--- src/rtl/drive_status_display_if.sv ---
// Signal bundle between the drive controller side and the status/display block.
interface drive_status_display_if;
    logic [3:0]  state;
    logic [3:0]  move_cmd;
    logic        clr_odo;
    logic        led_left;
    logic        led_right;
    logic [15:0] odo_bcd;
    logic [3:0]  seg_en;
    logic [6:0]  seg_out;

    modport master (
        output state, move_cmd, clr_odo,
        input  led_left, led_right, odo_bcd, seg_en, seg_out
    );

    modport slave (
        input  state, move_cmd, clr_odo,
        output led_left, led_right, odo_bcd, seg_en, seg_out
    );
endinterface

--- src/rtl/drive_status_display.sv ---
// Drive status display: BCD odometer, blinking turn LEDs and a 4-digit
// multiplexed 7-segment readout of the odometer.
module drive_status_display #(
    parameter int unsigned TICK_DIV  = 100_000_000,
    parameter int unsigned BLINK_DIV = 50_000_000,
    parameter int unsigned SCAN_DIV  = 100_000
) (
    input logic                   clk,
    input logic                   rst,
    drive_status_display_if.slave bus
);

    localparam int unsigned TickW  = (TICK_DIV > 1) ? $clog2(TICK_DIV) : 1;
    localparam int unsigned BlinkW = (BLINK_DIV > 1) ? $clog2(BLINK_DIV) : 1;
    localparam int unsigned ScanW  = (SCAN_DIV > 1) ? $clog2(SCAN_DIV) : 1;

    localparam logic [TickW-1:0]  TickLast  = TickW'(TICK_DIV - 1);
    localparam logic [BlinkW-1:0] BlinkLast = BlinkW'(BLINK_DIV - 1);
    localparam logic [ScanW-1:0]  ScanLast  = ScanW'(SCAN_DIV - 1);

    localparam logic [3:0] StMoving   = 4'b0100;
    localparam logic [3:0] StPowerOff = 4'b1000;
    localparam logic [6:0] SegZero    = 7'b0111111;

    logic [TickW-1:0]  tick_q, tick_d;
    logic [15:0]       odo_q, odo_d;
    logic [BlinkW-1:0] blink_q, blink_d;
    logic              phase_q, phase_d;
    logic              any_q, any_d;
    logic              led_l_q, led_l_d;
    logic              led_r_q, led_r_d;
    logic [ScanW-1:0]  scan_q, scan_d;
    logic [1:0]        idx_q, idx_d;
    logic [3:0]        seg_en_q, seg_en_d;
    logic [6:0]        seg_out_q, seg_out_d;

    logic       moving, power_off, req_l, req_r, any_req;
    logic [3:0] digit;

    function automatic logic [15:0] bcd_inc(input logic [15:0] v);
        logic [15:0] r;
        logic        carry;
        r     = v;
        carry = 1'b1;
        for (int i = 0; i < 4; i++) begin
            if (carry) begin
                if (v[4*i +: 4] == 4'd9) begin
                    r[4*i +: 4] = 4'd0;
                end else begin
                    r[4*i +: 4] = v[4*i +: 4] + 4'd1;
                    carry       = 1'b0;
                end
            end
        end
        return r;
    endfunction

    function automatic logic [6:0] seg_decode(input logic [3:0] d);
        logic [6:0] s;
        case (d)
            4'd0:    s = 7'b0111111;
            4'd1:    s = 7'b0000110;
            4'd2:    s = 7'b1011011;
            4'd3:    s = 7'b1001111;
            4'd4:    s = 7'b1100110;
            4'd5:    s = 7'b1101101;
            4'd6:    s = 7'b1111101;
            4'd7:    s = 7'b0000111;
            4'd8:    s = 7'b1111111;
            4'd9:    s = 7'b1101111;
            default: s = 7'b0000000;
        endcase
        return s;
    endfunction

    // Non-one-hot state codes match neither compare, so they act as unstarting.
    assign moving    = (bus.state == StMoving) && (bus.move_cmd[0] || bus.move_cmd[1]);
    assign power_off = (bus.state == StPowerOff);
    assign req_l     = bus.move_cmd[2];
    assign req_r     = bus.move_cmd[3];
    assign any_req   = req_l | req_r;

    always_comb begin
        tick_d = tick_q;
        odo_d  = odo_q;
        if (bus.clr_odo) begin
            tick_d = '0;
            odo_d  = '0;
        end else if (moving) begin
            if (tick_q == TickLast) begin
                tick_d = '0;
                odo_d  = bcd_inc(odo_q);
            end else begin
                tick_d = tick_q + TickW'(1);
            end
        end else begin
            tick_d = '0;
        end
    end

    always_comb begin
        blink_d = blink_q;
        phase_d = phase_q;
        any_d   = any_req;
        if (power_off) begin
            blink_d = '0;
            phase_d = 1'b0;
            any_d   = 1'b0;
        end else if (any_req && !any_q) begin
            blink_d = '0;
            phase_d = 1'b1;
        end else if (any_req) begin
            if (blink_q == BlinkLast) begin
                blink_d = '0;
                phase_d = ~phase_q;
            end else begin
                blink_d = blink_q + BlinkW'(1);
            end
        end else begin
            blink_d = '0;
            phase_d = 1'b0;
        end
        led_l_d = req_l & phase_d;
        led_r_d = req_r & phase_d;
    end

    always_comb begin
        scan_d = scan_q + ScanW'(1);
        idx_d  = idx_q;
        if (scan_q == ScanLast) begin
            scan_d = '0;
            idx_d  = idx_q + 2'd1;
        end
        // Decode from the next odometer value so the readout never lags odo_bcd.
        digit = odo_d[{idx_d, 2'b00} +: 4];
        if (power_off) begin
            seg_en_d  = 4'b0000;
            seg_out_d = 7'b0000000;
        end else begin
            seg_en_d  = 4'b0001 << idx_d;
            seg_out_d = seg_decode(digit);
        end
    end

    always_ff @(posedge clk or negedge rst) begin
        if (!rst) begin
            tick_q    <= '0;
            odo_q     <= '0;
            blink_q   <= '0;
            phase_q   <= 1'b0;
            any_q     <= 1'b0;
            led_l_q   <= 1'b0;
            led_r_q   <= 1'b0;
            scan_q    <= '0;
            idx_q     <= 2'd0;
            seg_en_q  <= 4'b0001;
            seg_out_q <= SegZero;
        end else begin
            tick_q    <= tick_d;
            odo_q     <= odo_d;
            blink_q   <= blink_d;
            phase_q   <= phase_d;
            any_q     <= any_d;
            led_l_q   <= led_l_d;
            led_r_q   <= led_r_d;
            scan_q    <= scan_d;
            idx_q     <= idx_d;
            seg_en_q  <= seg_en_d;
            seg_out_q <= seg_out_d;
        end
    end

    assign bus.odo_bcd   = odo_q;
    assign bus.led_left  = led_l_q;
    assign bus.led_right = led_r_q;
    assign bus.seg_en    = seg_en_q;
    assign bus.seg_out   = seg_out_q;

endmodule

--- src/flat_wrapper.sv ---
// flat-port wrapper written by rule: the top's interface ports become plain ports
module drive_status_display_flat 
#(
    parameter int unsigned TICK_DIV  = 100_000_000,
    parameter int unsigned BLINK_DIV = 50_000_000,
    parameter int unsigned SCAN_DIV  = 100_000
)
  (clk, rst, bus_state, bus_move_cmd, bus_clr_odo, bus_led_left, bus_led_right, bus_odo_bcd, bus_seg_en, bus_seg_out);
  drive_status_display_if bus_i ();
  input logic clk;
  input logic rst;
  input wire logic [$bits(bus_i.state)-1:0] bus_state;
  input wire logic [$bits(bus_i.move_cmd)-1:0] bus_move_cmd;
  input wire logic [$bits(bus_i.clr_odo)-1:0] bus_clr_odo;
  output wire logic [$bits(bus_i.led_left)-1:0] bus_led_left;
  output wire logic [$bits(bus_i.led_right)-1:0] bus_led_right;
  output wire logic [$bits(bus_i.odo_bcd)-1:0] bus_odo_bcd;
  output wire logic [$bits(bus_i.seg_en)-1:0] bus_seg_en;
  output wire logic [$bits(bus_i.seg_out)-1:0] bus_seg_out;
  assign bus_i.state = bus_state;
  assign bus_i.move_cmd = bus_move_cmd;
  assign bus_i.clr_odo = bus_clr_odo;
  assign bus_led_left = bus_i.led_left;
  assign bus_led_right = bus_i.led_right;
  assign bus_odo_bcd = bus_i.odo_bcd;
  assign bus_seg_en = bus_i.seg_en;
  assign bus_seg_out = bus_i.seg_out;
  drive_status_display #(.TICK_DIV(TICK_DIV), .BLINK_DIV(BLINK_DIV), .SCAN_DIV(SCAN_DIV)) u_core (.clk(clk), .rst(rst), .bus(bus_i));
endmodule
--- config.mk ---
export PLATFORM = sky130hd
export DESIGN_NAME = drive_status_display_flat
export DESIGN_NICKNAME = d
export VERILOG_FILES = /design/src/rtl/drive_status_display_if.sv /design/src/rtl/drive_status_display.sv /design/src/flat_wrapper.sv
export SDC_FILE = /design/constraint.sdc
export NUM_CORES = 1
export LEC_CHECK = 0
export BUFFER_PORTS_ARGS = -buffer_cell sky130_fd_sc_hd__buf_4
export CORE_UTILIZATION = 40
export CTS_BUF_LIST = sky130_fd_sc_hd__clkbuf_16
export DETAILED_ROUTE_END_ITERATION = 6
export HOLD_SLACK_MARGIN = 0.15
export PLACE_DENSITY = 0.57
export SLEW_MARGIN = 20
export SYNTH_ARGS = -nofsm -noshare
export SYNTH_HDL_FRONTEND = slang
export SYNTH_SLANG_ARGS = --single-unit
--- constraint.sdc ---
create_clock -name clk -period 7.8 [get_ports clk]
set_input_delay 0.78 -clock clk [delete_from_list [all_inputs] [get_ports clk]]
set_output_delay 0.78 -clock clk [all_outputs]
set_load 0.005 [all_outputs]
==> key figures <==
Clock tree
  • CTS tree: yes
  • Clock Tree Root: clkbuf_16
  • Clk Latency, worst-skew pair: 0.36 ns
  • Num CTS Buffers: 9
  • Hold buffers post-CTS: 0
  • CTS resizes: 0
  • Postcts setup bufs: 0
  • CTS H-Tree Depth: 3
  • Number of clock sinks: 103
  • Max clock buf depth: 2
  • Clk pin slew, worst setup/hold paths: 0.07 ns

Worst setup path
  • CP bufs+invs: 2
  • Family with the most delay on the worst path: simple AND/OR/NAND/NOR gates
  • Crit-path cells: buf_4 -> or4b_1 -> nor2_1 -> nand4_1 -> mux2i_1 -> or3b_2 -> a211oi_1 -> nor4b_1 -> inv_1 -> ha_1 -> or3_1 -> a31oi_1
  • Signal arrival time at the worst endpoint: 4.60 ns
  • FF-to-FF setup slack: 3.49 ns
  • CP max stage delay: 0.86 ns
  • R2R cell count: 12
  • Required @ worst endpoint: 8.08 ns
  • End of the worst register-to-register path: u_core.bus.seg_out[5]
  • Crit path max-delay cell type: nor4b_1
  • Crit start category: primary input
  • WS Path Type: in2reg
  • Critical path capture point type: register
  • Crit-path max FO: 9
  • Worst r2r src: u_core.tick_q[0]

Global routing
  • Met1 GRT Util: 22.5%
  • GR Util met2: 29.1%
  • Vias in the first global route: 3973
  • Largest net degree at the start of global routing: 70
  • Met3 usage: 4.63%
  • Grt peak-use layer: met2
  • Total grt overflow: 0
  • Total track usage: 17.9%
  • First-pass GRT wire length: 19600 um
  • Initial antenna violation count: 0

Detailed routing
  • Routed vias/inst: 5.30
  • Wirelength per Cell: 15.2 um
  • ANT nets after route: 0
  • Violation count after the first detailed-routing iteration: 303
  • Post-route DRC: 0
  • Drt first pass iters: 4
  • Vias: 4146
  • Detailed Route WL: 11900 um

Flow run
  • Max-Cap Viols: 0

STA
  • Post-Route Setup TNS: 0 ns
  • Clk_skew: 0.00834 ns
  • Finish-stage setup viols: 0
  • Final worst path period need: 4.32 ns
  • Worst Tran Pin Value: 0.963 ns
  • RSZ-0062 raised after global routing: no
  • Final hold vios: 0
  • Rel. slew slack: 34.9%
  • F_max: 231 MHz
  • Post-route setup slack: 3.48 ns
  • Period utilisation layout: 55.4%
  • Hold slack: 0.367 ns
  • Max-slew violation count: 0

Yosys
  • Synthesized cell area: 5460 um^2
  • Seq/Total Area, Yosys: 47.4%
  • Largest cells by area after synthesis: dfrtp_1 (44%), nor2_1 (6.3%), xor2_1 (5.8%), xnor2_1 (3.7%), ha_1 (3.7%)
  • Post-synth EDFFs: 0
  • Seq cells post-synth: 103
  • Top cell type's share of synthesized area: 44.0%
  • Avg Inst Size Synth: 9.64 um^2
  • Count of cell types in the netlist: 58
  • Primary FF master, synth: dfrtp_1
  • Warnings from Yosys: 0
  • Post-Syn Instances: 566
  • Ys async rst share: 100%
  • Syn_nets: 593
  • Area leader, netlist: dfrtp_1

Placement
  • Cell Area, Placed: 5920 um^2
  • Hpwl dp: 8400 um
  • Pre-CTS setup slack: 3.13 ns
  • Placer Congestion: 0.884
  • Placed Cells: 766
  • Port Buffer Count: 39

Die
  • Die X: 119 um
  • Die height: 119 um
  • Starting density of the core: 41.0%
  • IO Count: 40
  • Die area: 14100 um^2
  • Std cell rows: 42
  • Core area: 13300 um^2

Status
  • Status: completed

Finish
  • Ant. Diodes: 0
  • Footprint of the multi-input gates: 2750 um^2
  • Design area: 6240 um^2
  • Most common cell after layout, fill and taps aside: dfrtp_1
  • Synth-to-Final Area Change: 14.3%
  • Layout cells sized above 1: 13.9%
  • Most frequent cells in the layout: dfrtp_1 (96), nor2_1 (92), buf_4 (41)
  • Non-Filler Instances: 782
  • # fillers: 1270
  • Final nets: 628
  • Reg area: 2590 um^2
  • Final core occ: 46.9%

Hold path
  • Hold Crit Class: in2async

Power
  • Leak Pwr: 2.71 nW
  • Worst VDD drop: 0.105 mV
  • Total power draw: 1.06 mW
  • Power per cell area: 170 nW/um^2
[logic make-up after synthesis]
| logic type | synth area share, % |
|---|---|
| buffers and inverters | 2.48 |
| multiplexers | 1.54 |
| AO/OA/AOI/OAI | 6.72 |
| flip-flops | 47.4 |
| XOR/XNOR | 9.98 |
| AND/OR/NAND/NOR | 28.2 |
| adder cells (fa/ha/maj) | 3.67 |
[synthesized netlist by cell type (3+ instances only)]
| library cell | count |
|---|---|
| a21oi_1 | 19 |
| and4_1 | 6 |
| dfstp_2 | 7 |
| and2_1 | 5 |
| nand2b_1 | 6 |
| clkbuf_1 | 12 |
| nand3_1 | 30 |
| a31oi_1 | 6 |
| nor2_1 | 92 |
| nor3_1 | 8 |
| nor4b_1 | 4 |
| nor2b_1 | 13 |
| mux2i_1 | 5 |
| or4b_1 | 3 |
| or3_1 | 14 |
| or2_2 | 4 |
| or4_1 | 3 |
| nand4_1 | 24 |
| mux2_2 | 3 |
| nor4_1 | 6 |
| and3_1 | 18 |
| xnor2_1 | 23 |
| xor2_1 | 36 |
| dfrtp_1 | 96 |
| inv_1 | 15 |
| ha_1 | 16 |
| and3b_1 | 4 |
| nand2_1 | 36 |
| o21ai_0 | 12 |
[how the worst max path moves through the flow]
stage,startpoint,endpoint,slack [ns],cells past startpoint
6_report,bus_state[3],u_core.bus.seg_out[5],3.48,12
5_1_grt,u_core.tick_q[0],u_core.bus.seg_out[6],3.16,12
4_1_cts,bus_state[3],u_core.bus.seg_out[5],3.50,12
3_5_place_dp,bus_state[3],u_core.bus.seg_out[5],3.13,12
3_3_place_gp,bus_state[3],u_core.bus.seg_out[5],3.34,12
2_1_floorplan,bus_state[3],u_core.bus.seg_out[5],3.95,11
[report_power, final]
part           switching (mW)  internal (mW)  total [mW]
Combinational          0.0250         0.0119      0.0368
Clock                   0.200          0.279       0.479
Sequential            0.00428          0.540       0.545
[final cells by class]
class / count / share of cell area, %
multi-input combinational: 430 / 44.0
clock inverter: 7 / 1.42
sequential: 103 / 41.5
timing repair buffer: 41 / 4.94
inverter: 16 / 0.983
tap: 176 / 3.53
clock buffer: 9 / 3.61
[layer usage]
layer  share of wire, %  vias up  wire (um)
met2                 48       72       5760
met5                  0        -          0
met1                 46     2011       5450
li1                   -     2044          -
met4                2.1        0        251
met3                3.6       19        425
[worst register-to-register path, cell delays in order, from the launching register on]
cell and delay, ns:
dfrtp_1 0.41, ha_1 0.28, nand4_1 0.23, nor4_1 0.70, nand4_1 0.27, mux2i_1 0.29, or3b_2 0.16, a211oi_1 0.06
nor4b_1 0.86, inv_1 0.20, ha_1 0.25, or3_1 0.38, a31oi_1 0.14
[registers in the layout, summed over array words and instances, names as in the netlist]
signal and flops:
u_core.tick_q 27, u_core.blink_q 26, u_core.scan_q 17, u_core.bus.odo_bcd 16, u_core.bus.seg_out 7, u_core.bus.seg_en 4, u_core.idx_q 2, u_core.any_q 1
u_core.bus.led_left 1, u_core.bus.led_right 1, u_core.phase_q 1
(Power assumes the default switching activity.)
